--- src/rtl/synth_pkg.sv ---
// Shared definitions for the synth register-port slice.
package synth_pkg;

    localparam int REGISTER_NUMBER_WIDTH = 8;
    localparam int REGISTER_VALUE_WIDTH  = 24;
    localparam int SPI_FRAME_BITS        = 32;

    // Six bits is enough to count a full frame plus the one-past saturation point.
    localparam int SPI_BIT_COUNT_WIDTH   = 6;

    typedef enum logic [1:0] {
        WAIT_RELEASE = 2'd0,
        IDLE         = 2'd1,
        SHIFT        = 2'd2
    } SpiPortState_t;

endpackage

--- src/rtl/bit_synchronizer.sv ---
// Multi-stage flip-flop synchronizer for a single asynchronous input bit.
module bit_synchronizer #(
    parameter int   STAGES      = 2,
    parameter logic RESET_VALUE = 1'b0
) (
    input  logic i_Clock,
    input  logic i_Reset,
    input  logic i_Async,
    output logic o_Sync
);

    logic [STAGES-1:0] sync_q;
    logic [STAGES-1:0] sync_d;

    // Shift the raw input in at the bottom of the chain.
    always_comb begin
        sync_d = {sync_q[STAGES-2:0], i_Async};
    end

    // Chain registers; reset loads the input's idle level.
    always_ff @(posedge i_Clock) begin
        if (i_Reset) begin
            sync_q <= {STAGES{RESET_VALUE}};
        end else begin
            sync_q <= sync_d;
        end
    end

    assign o_Sync = sync_q[STAGES-1];

endmodule

--- src/rtl/spi_register_port.sv ---
// SPI mode-0 slave that turns 32-bit write frames into register write strobes
// and echoes the previously accepted frame back on MISO.
//
// Strobe semantics: o_RegisterWriteEnable is a valid-only strobe with no ready
// (no backpressure). o_RegisterNumber/o_RegisterValue are valid in the cycle the
// strobe is high and hold until the next accepted frame.
module spi_register_port
    import synth_pkg::*;
#(
    parameter int REGISTER_NUMBER_WIDTH = synth_pkg::REGISTER_NUMBER_WIDTH,
    parameter int REGISTER_VALUE_WIDTH  = synth_pkg::REGISTER_VALUE_WIDTH,
    parameter int SYNC_STAGES           = 2
) (
    input  logic                             i_Clock,
    input  logic                             i_Reset,
    input  logic                             i_SpiClock,
    input  logic                             i_SpiChipSelect_N,
    input  logic                             i_SpiMosi,
    output logic                             o_SpiMiso,
    output logic [REGISTER_NUMBER_WIDTH-1:0] o_RegisterNumber,
    output logic [REGISTER_VALUE_WIDTH-1:0]  o_RegisterValue,
    output logic                             o_RegisterWriteEnable,
    output logic                             o_FrameError,
    output logic                             o_Busy
);

    localparam int FRAME_BITS = REGISTER_NUMBER_WIDTH + REGISTER_VALUE_WIDTH;
    localparam int CW         = SPI_BIT_COUNT_WIDTH;
    localparam int FLUSH_W    = $clog2(SYNC_STAGES + 1);

    localparam logic [CW-1:0]      COUNT_FULL  = CW'(FRAME_BITS);
    localparam logic [CW-1:0]      COUNT_SAT   = CW'(FRAME_BITS + 1);
    localparam logic [FLUSH_W-1:0] FLUSH_DONE  = FLUSH_W'(SYNC_STAGES);

    // Synchronized SPI inputs
    logic sclk_sync;
    logic cs_n_sync;
    logic mosi_sync;

    bit_synchronizer #(.STAGES(SYNC_STAGES), .RESET_VALUE(1'b0)) u_sync_sclk (
        .i_Clock (i_Clock),
        .i_Reset (i_Reset),
        .i_Async (i_SpiClock),
        .o_Sync  (sclk_sync)
    );

    bit_synchronizer #(.STAGES(SYNC_STAGES), .RESET_VALUE(1'b1)) u_sync_cs_n (
        .i_Clock (i_Clock),
        .i_Reset (i_Reset),
        .i_Async (i_SpiChipSelect_N),
        .o_Sync  (cs_n_sync)
    );

    bit_synchronizer #(.STAGES(SYNC_STAGES), .RESET_VALUE(1'b0)) u_sync_mosi (
        .i_Clock (i_Clock),
        .i_Reset (i_Reset),
        .i_Async (i_SpiMosi),
        .o_Sync  (mosi_sync)
    );

    // Registered state
    SpiPortState_t                    state_q, state_d;
    logic                             sclk_prev_q, sclk_prev_d;
    logic                             cs_n_prev_q, cs_n_prev_d;
    logic [FLUSH_W-1:0]               flush_count_q, flush_count_d;
    logic [CW-1:0]                    bit_count_q, bit_count_d;
    logic [FRAME_BITS-1:0]            rx_q, rx_d;
    logic [FRAME_BITS-1:0]            tx_q, tx_d;
    logic [REGISTER_NUMBER_WIDTH-1:0] reg_num_q, reg_num_d;
    logic [REGISTER_VALUE_WIDTH-1:0]  reg_val_q, reg_val_d;
    logic                             we_q, we_d;
    logic                             err_q, err_d;
    logic                             busy_q, busy_d;

    // Edge detection; a chip-select edge suppresses any SCLK edge in the same cycle.
    logic cs_fall;
    logic cs_rise;
    logic sclk_rise;
    logic sclk_fall;

    always_comb begin
        cs_fall   = cs_n_prev_q & ~cs_n_sync;
        cs_rise   = ~cs_n_prev_q & cs_n_sync;
        sclk_rise = ~sclk_prev_q & sclk_sync & ~(cs_fall | cs_rise);
        sclk_fall = sclk_prev_q & ~sclk_sync & ~(cs_fall | cs_rise);
    end

    // Next-state and output logic for the frame state machine.
    always_comb begin
        state_d       = state_q;
        sclk_prev_d   = sclk_sync;
        cs_n_prev_d   = cs_n_sync;
        flush_count_d = flush_count_q;
        bit_count_d   = bit_count_q;
        rx_d          = rx_q;
        tx_d          = tx_q;
        reg_num_d     = reg_num_q;
        reg_val_d     = reg_val_q;
        we_d          = 1'b0;
        err_d         = 1'b0;

        case (state_q)
            WAIT_RELEASE: begin
                tx_d = '0;
                // The synchronizer resets to CS_N high, so only trust its output
                // once the chain has been refilled from the real pin.
                if (flush_count_q != FLUSH_DONE) begin
                    flush_count_d = flush_count_q + 1'b1;
                end else if (cs_n_sync) begin
                    state_d = IDLE;
                end
            end

            IDLE: begin
                tx_d = '0;
                if (cs_fall) begin
                    state_d     = SHIFT;
                    bit_count_d = '0;
                    tx_d        = {reg_num_q, reg_val_q};
                end
            end

            SHIFT: begin
                if (cs_rise) begin
                    state_d = IDLE;
                    tx_d    = '0;
                    if (bit_count_q == COUNT_FULL) begin
                        reg_num_d = rx_q[FRAME_BITS-1 -: REGISTER_NUMBER_WIDTH];
                        reg_val_d = rx_q[REGISTER_VALUE_WIDTH-1:0];
                        we_d      = 1'b1;
                    end else if (bit_count_q != '0) begin
                        err_d = 1'b1;
                    end
                end else begin
                    if (sclk_rise) begin
                        rx_d = {rx_q[FRAME_BITS-2:0], mosi_sync};
                        if (bit_count_q != COUNT_SAT) begin
                            bit_count_d = bit_count_q + 1'b1;
                        end
                    end
                    if (sclk_fall) begin
                        tx_d = {tx_q[FRAME_BITS-2:0], 1'b0};
                    end
                end
            end

            default: begin
                state_d = WAIT_RELEASE;
                tx_d    = '0;
            end
        endcase

        busy_d = (state_d == SHIFT);
    end

    // State machine and registered outputs.
    always_ff @(posedge i_Clock) begin
        if (i_Reset) begin
            state_q       <= WAIT_RELEASE;
            sclk_prev_q   <= 1'b0;
            cs_n_prev_q   <= 1'b1;
            flush_count_q <= '0;
            bit_count_q   <= '0;
            rx_q          <= '0;
            tx_q          <= '0;
            reg_num_q     <= '0;
            reg_val_q     <= '0;
            we_q          <= 1'b0;
            err_q         <= 1'b0;
            busy_q        <= 1'b0;
        end else begin
            state_q       <= state_d;
            sclk_prev_q   <= sclk_prev_d;
            cs_n_prev_q   <= cs_n_prev_d;
            flush_count_q <= flush_count_d;
            bit_count_q   <= bit_count_d;
            rx_q          <= rx_d;
            tx_q          <= tx_d;
            reg_num_q     <= reg_num_d;
            reg_val_q     <= reg_val_d;
            we_q          <= we_d;
            err_q         <= err_d;
            busy_q        <= busy_d;
        end
    end

    assign o_SpiMiso             = tx_q[FRAME_BITS-1];
    assign o_RegisterNumber      = reg_num_q;
    assign o_RegisterValue       = reg_val_q;
    assign o_RegisterWriteEnable = we_q;
    assign o_FrameError          = err_q;
    assign o_Busy                = busy_q;

endmodule

--- config.mk ---
export PLATFORM = sky130hd
export DESIGN_NAME = spi_register_port
export DESIGN_NICKNAME = d
export VERILOG_FILES = /design/src/rtl/synth_pkg.sv /design/src/rtl/bit_synchronizer.sv /design/src/rtl/spi_register_port.sv
export SDC_FILE = /design/constraint.sdc
export NUM_CORES = 1
export LEC_CHECK = 0
export ABC_CLOCK_PERIOD_IN_PS = 2000
export CAP_MARGIN = 25
export CORE_MARGIN = 3
export CORE_UTILIZATION = 47
export CTS_BUF_LIST = sky130_fd_sc_hd__clkbuf_4
export DETAILED_ROUTE_END_ITERATION = 16
export PLACE_DENSITY_LB_ADDON = 0.08
export SLEW_MARGIN = 15
export SYNTH_ARGS = -nofsm -noshare
export SYNTH_HDL_FRONTEND = slang
export SYNTH_SLANG_ARGS = --single-unit
--- constraint.sdc ---
create_clock -name i_Clock -period 2 [get_ports i_Clock]
set_input_delay 0.3 -clock i_Clock [delete_from_list [all_inputs] [get_ports i_Clock]]
set_output_delay 0.3 -clock i_Clock [all_outputs]
set_load 0.02 [all_outputs]
==> parameters.txt <==
Parameter                              Value

Place
  Port Buffer Count    40
  DP Area    0.00531 mm2
  Final estimated routing congestion in global placement    0.734
  DP HPWL    6700 um

Critical path
  Source of the critical timing path    cs_n_prev_q
  Worst-path maximum fanout    6
  Crit Path Class    flip-flop to flip-flop
  Worst path cell trace    inv_1 -> ha_1 -> nand3b_1 -> a221oi_4 -> and3_1 -> a41o_1
  Worst stage delay on the critical path    410 ps
  Cell with the largest stage delay on the worst path    sky130_fd_sc_hd__a221oi_4
  Required time of the worst setup path    2430 ps
  Startpoint of the lowest-slack register-to-register path    cs_n_prev_q
  Startpoint class of the critical path    flip-flop
  Arrival @ worst endpoint    2330 ps
  Endpoint kind of the worst setup timing path    flip-flop

Detailed routing
  Number of violations reported at the end of detailed-routing iteration 0    195
  DRT Pass-1 Iters    5
  DRC errors left    0
  Detailed-route wire length    10400 um
  Ratio of routed vias to standard cells    5.37
  Number of nets still failing antenna checks after routing    0
  Detailed-route wire length per cell    14.5 um
  Vias    3859

Layout
  Final instance area    0.00558 mm2
  Share of post-route cells with drive strength above 1    0.106
  Antenna cells    0
  Number of nets at the end of the flow    590
  Synthesis-to-layout area growth    17.0%

Global routing
  Pin count of the biggest net entering global routing    38
  Remaining global-route overflow    0
  First-pass GRT wire length    17500 um
  GRT Resource Usage Total    0.188
  Number of antenna violations at the first check in global routing    0
  Number of global-route vias before repair    3728

STA
  Max-slew headroom    0.748
  Period minus WS final    1900 ps
  Portion of the clock cycle consumed by the worst path in the final layout    0.950
  Final Hold Fails    0
  Post-route setup TNS    0 ps
  Maximum clock frequency    0.526 GHz
  Max-slew violation count    0
  Final setup vio count    0
  Setup clock skew after layout    17.3 ps
  Fin Hold WS    215 ps
  Unrepaired setup endpoints after global routing    no
  Slew at the pin with the worst max-slew slack    377 ps

Logic synthesis
  Post-synthesis sequential element count    117
  Cell taking the most area after synthesis    sky130_fd_sc_hd__dfxtp_1
  Post-synthesis sequential area ratio    0.492
  Top-area cell type share of the netlist area    0.492
  Synthesized area    0.00476 mm2
  Most area-consuming cells after synthesis    sky130_fd_sc_hd__dfxtp_1, sky130_fd_sc_hd__nand2_1, sky130_fd_sc_hd__a21oi_1
  Most repeated cell in the gate-level netlist after synthesis    sky130_fd_sc_hd__dfxtp_1
  Synthesized instance count    535
  Number of library cell types mapped by synthesis    37
  Fraction of registers with async set or reset after synthesis    0
  Syn nets    552
  Average cell area after synthesis    8.91 um2
  Synth Flop Type    sky130_fd_sc_hd__dfxtp_1
  Total number of yosys warnings    0
  Top cells by instance count after synthesis    sky130_fd_sc_hd__dfxtp_1, sky130_fd_sc_hd__nand2_1, sky130_fd_sc_hd__a21oi_1
  Number of synthesized flops with an enable pin    0

Power and ir drop
  Net Sw Power    1.09 mW
  Static leakage    2.16 nW
  Part of the total power dissipated in the clock network    0.360
  Internal power component    3.22 mW
  Combinational share of power    0.087
  Peak supply drop    0.445 mV
  Ratio of total power to cell area    773 mW/mm2
  Part of the total power dissipated in sequential elements    0.553
  Proportion of total power due to net switching    0.254

Run status
  Outcome    completed

Die
  Die extent in y    107 um
  Core region area    0.00982 mm2
  Number of core rows    36
  Initial Util    0.485
  Die Footprint    0.0114 mm2
  IO Count    41
  Die W    107 um

Hold path
  Start point of the worst min-delay path    i_Reset
  Path type of the worst min-delay path    primary input to flip-flop

CTS
  H-Tree Depth    4
  Clk Tree Root Cell    sky130_fd_sc_hd__clkbuf_4
  Number of sinks on the clock net    117
  Worst-skew pair later-pin latency    490 ps
  Total CTS buffers    17
  Clock tree from TritonCTS    yes
  Clock Path Buffers    2
  Hold-fix buffers, CTS    0
  CTS clock-pin slew for the worst setup and hold paths    90 ps

Flow run
  Max capacitance violation total    0
-- metal layers --
metal  part of all wire  global-route usage
met2               0.47               0.309
met3              0.033              0.0446
met1               0.49               0.242
met5                  0                   0
met4             0.0072              0.0694
-- repair_timing --
action | 4_1_cts | 5_1_grt
setup endpoints to repair | 0 | 33
gates resized for setup | 0 | 2
setup buffers | 0 | 1
-- worst max-delay path: cells and delay by family, from the launching register on --
family | cells | cell delay, ps
buffers and inverters | 1 | 50
AO/OA/AOI/OAI | 2 | 590
AND/OR/NAND/NOR | 2 | 540
flip-flops | 1 | 370
adder cells (fa/ha/maj) | 1 | 290
-- cell families (layout without fill, tap and decap cells) --
| group | after synthesis | in the layout | synth area share |
|---|---|---|---|
| multiplexers | 33 | 33 | 0.0693 |
| adder cells (fa/ha/maj) | 12 | 12 | 0.0315 |
| AO/OA/AOI/OAI | 113 | 113 | 0.158 |
| XOR/XNOR | 1 | 1 | 0.00184 |
| flip-flops | 117 | 117 | 0.492 |
| AND/OR/NAND/NOR | 207 | 207 | 0.198 |
| buffers and inverters | 52 | 102 | 0.0504 |
-- layout by cell type (no fill, tap or decap), types with 3 or more instances in the layout --
| cell | instances |
|---|---|
| sky130_fd_sc_hd__nor2_1 | 35 |
| sky130_fd_sc_hd__nand3b_1 | 3 |
| sky130_fd_sc_hd__nand4_1 | 3 |
| sky130_fd_sc_hd__clkbuf_4 | 18 |
| sky130_fd_sc_hd__clkinv_2 | 6 |
| sky130_fd_sc_hd__clkdlybuf4s50_1 | 39 |
| sky130_fd_sc_hd__dfxtp_1 | 117 |
| sky130_fd_sc_hd__buf_4 | 20 |
| sky130_fd_sc_hd__nor3_1 | 3 |
| sky130_fd_sc_hd__o21ai_0 | 4 |
| sky130_fd_sc_hd__a22o_1 | 30 |
| sky130_fd_sc_hd__a32o_1 | 4 |
| sky130_fd_sc_hd__mux2i_1 | 33 |
| sky130_fd_sc_hd__nand2_1 | 102 |
| sky130_fd_sc_hd__inv_1 | 10 |
| sky130_fd_sc_hd__ha_1 | 10 |
| sky130_fd_sc_hd__nand3_1 | 37 |
| sky130_fd_sc_hd__nor2b_1 | 6 |
| sky130_fd_sc_hd__clkinv_1 | 3 |
| sky130_fd_sc_hd__a21oi_1 | 66 |
-- final cells by class --
cell class              count  area [um2]
fillers                   927        4240
flip-flops and latches    117        2340
multi-input cells         366        2200
repair buffers             61         581
well taps                 133         166
clock buffers              18         135
clock inverters            13         116
inverters                  10        37.5
-- path summary, 6_finish.rpt --
path | to | slack, ps | cells after the start
setup / recovery | bit_count_q[2] | 100 | 6
hold / removal | flush_count_q[0] | 210 | 2
setup reg to reg | bit_count_q[2] | 100 | 6
hold reg to reg | u_sync_cs_n.sync_q[1] | 420 | 1
-- stage by stage --
stage | instances | util | total power, mW | worst slack [ps]
finish | 718 | 0.568 | 4.31 | 99.8
global route | 718 | 0.568 | 4.52 | 0.852
CTS | 717 | 0.567 | 4.36 | 52.0
detailed placement | 686 | 0.541 | 2.80 | 70.7
global placement | 686 | 0.541 | 2.80 | 131
floorplan | 535 | - | 2.70 | 302
-- sequential cells by signal (all words and copies together) (netlist names) --
| name | cells |
|---|---|
| state_q | 2 |
| u_sync_sclk.sync_q | 2 |
| o_Busy | 1 |
| u_sync_mosi.sync_q | 2 |
| rx_q | 32 |
| o_FrameError | 1 |
| sclk_prev_q | 1 |
| o_RegisterWriteEnable | 1 |
| o_RegisterValue | 24 |
| cs_n_prev_q | 1 |
| bit_count_q | 6 |
| flush_count_q | 2 |
| o_RegisterNumber | 8 |
| tx_q | 32 |
| u_sync_cs_n.sync_q | 2 |
-- power groups by stage --
stage / Clock, mW / Sequential [mW] / Combinational, mW
6_report: 1.55 / 2.38 / 0.376
3_5_place_dp: 0 / 2.44 / 0.367
2_1_floorplan: 0 / 2.43 / 0.268
3_3_place_gp: 0 / 2.43 / 0.365
5_1_grt: 1.72 / 2.39 / 0.415
4_1_cts: 1.61 / 2.38 / 0.369
(Power assumes the default switching activity.)
==> RTL edit, RTL diff (same flow settings) <==
Change the package constant `REGISTER_NUMBER_WIDTH` from 8 to 10.
--- a/src/rtl/synth_pkg.sv
+++ b/src/rtl/synth_pkg.sv
@@ -1,7 +1,7 @@
 // Shared definitions for the synth register-port slice.
 package synth_pkg;
 
-    localparam int REGISTER_NUMBER_WIDTH = 8;
+    localparam int REGISTER_NUMBER_WIDTH = 10;
     localparam int REGISTER_VALUE_WIDTH  = 24;
     localparam int SPI_FRAME_BITS        = 32;
 
Ports: changed (resized o_RegisterNumber); port bits go from 41 to 43. The function was not compared with the original's and may differ.
==> RTL edit against the original RTL <==
Sequential share of layout area rose by 0.36 points; largest cell class unchanged; worst setup slack better by 0.034 ns; sequential cell count increased by 6; final area rose by 4.3%; global-route usage grew 1.4 points; cell count increased by 8.8%; count of clock-buffer cells in the layout rose by 2; total power rose by 7.1%; wire length up 5.8%; largest power group unchanged; synthesized area increased by 4.1%.
==> RTL edit: results <==
metrics = {
    "run_status": {
        "status": "completed",
    },
    "place": {
        "place.gp.congestion": 0.845,
        "io_buffer_count": 42,
        "hpwl_um": 6790,
        "postPlaceCellArea_mm2": 0.00552,
    },
    "min_path": {
        "hold_depth": 2,
        "holdCritPathClass": "primary input to register",
    },
    "logic_synthesis": {
        "synthArstFlopShare_pct": 0,
        "yosysSeqAreaShare_pct": 49.6,
        "synth_nets": 621,
        "yosysUniqueCellTypes": 44,
        "yosysWarnings": 0,
        "synthTopCellsByArea": "dfxtp_1 (50%), nand2_1 (13%), a21oi_1 (11%)",
        "synth_common_cells": "nand2_1 (174), dfxtp_1 (123), a21oi_1 (107)",
    },
    "worst_setup_path": {
        "critPathMaxFanout": 9,
        "critPathArrivalTime_ns": 2.31,
        "r2r_cells": 6,
    },
    "cts": {
        "clkSlewWorstSetupHoldPaths_ns": 0.11,
        "clk_latency_ns": 0.50,
        "cts-htree-levels": 4,
        "postCtsSetupRepairBufs": 0,
        "clockRootBuffer": "clkbuf_4",
        "max-clock-path-buffers": 2,
        "cts_made_buffers": 17,
    },
    "global_route": {
        "grt_pass1_vias": 4072,
        "antenna_found_initial": 0,
        "grt_pass1_wl_um": 19100,
        "grt_max_degree": 62,
        "grtUsageTotal_pct": 20.2,
        "met1_usage_pct": 25.6,
        "grt_use_met3_pct": 5.21,
        "grt_util_met2_pct": 33.6,
    },
    "drt": {
        "first_pass_iters": 4,
        "totalWireLength_um": 11000,
        "drc": 0,
        "via_count": 4176,
        "drtAntennaViolNets": 0,
        "drtIter0Drc": 254,
    },
    "timing": {
        "setup_tns_ns": 0,
        "worst_pin_slew_ns": 0.620,
        "finClkSkew_ns": 0.0165,
    },
    "pwr": {
        "peakVddDrop_mv": 0.406,
        "p_leak_nw": 1.92,
    },
    "final_layout": {
        "layout.nets": 652,
        "drive_gt1_share_pct": 9.57,
        "antenna_cells": 0,
        "fillers": 922,
    },
    "job": {
        "drv_cap": 0,
    },
}
-- RTL edit: cell types whose count changed after synthesis, sizes merged, moves of 2 or more --
cell    delta
dfxtp      +6
a22o       +2
a21oi     +41
mux2i     -32
a32o       -3
nand2     +72
nand3b     +3
buf       -10
or4b       +2
nor3       -2
nor2      -30
clkbuf    +18
o32ai      +2
-- RTL edit: final timing paths --
check | end | slack, ns | from
worst max-delay path | bit_count_q[2] | 0.13 | state_q[0]
worst min-delay path | u_sync_sclk.sync_q[0] | 0.37 | i_SpiClock
worst max register to register | bit_count_q[2] | 0.13 | state_q[0]
worst min register to register | u_sync_cs_n.sync_q[1] | 0.40 | u_sync_cs_n.sync_q[0]
-- RTL edit: area by class of cell --
class,instances,share of cell area [%]
flip-flops and latches,123,42.4
multi-input cells,421,38.7
repair buffers,62,10.7
well taps,133,2.86
clock buffers,20,2.58
clock inverters,12,2.22
inverters,10,0.645
-- RTL edit: power breakdown --
part	internal [mW]	switching, mW
clock	0.881	0.856
combinational	0.125	0.252
sequential	2.48	0.0230
total	3.49	1.13
-- RTL edit: critical path: stages (launching register included) --
cell and delay (ns):
dfxtp_1 0.37, inv_1 0.14, ha_2 0.28, mux2i_1 0.13, a221o_1 0.29, or4_1 0.50
a21oi_1 0.12
-- RTL edit: cells by family after synthesis --
kind of cell | Yosys count | synth area share, %
multiplexers | 1 | 0.202
AO/OA/AOI/OAI | 154 | 18.7
adder cells (fa/ha/maj) | 12 | 3.03
XOR/XNOR | 1 | 0.177
flip-flops | 123 | 49.6
AND/OR/NAND/NOR | 253 | 22.8
buffers and inverters | 60 | 5.47
-- RTL edit: metal layers --
layer	up-vias	wire [um]
met5	-	0
met4	0	55
met3	4	583
met2	84	5240
met1	1963	5130
li1	2125	-
-- RTL edit: metrics by stage --
step / setup slack, ns / std cells / utilization (%)
2_1_floorplan: 0.155 / 604 / -
3_3_place_gp: 0.160 / 748 / 55.2
3_5_place_dp: 0.104 / 748 / 55.2
4_1_cts: 0.0867 / 781 / 58.1
5_1_grt: 0.0111 / 781 / 58.2
6_report: 0.134 / 781 / 58.2
-- RTL edit: repair_timing --
| item | 4_1_cts | 5_1_grt |
|---|---|---|
| endpoints found under the hold margin | 2 | 0 |
| setup endpoints to repair | 0 | 29 |
| gates resized for setup | 0 | 3 |
| hold buffers | 1 | 0 |
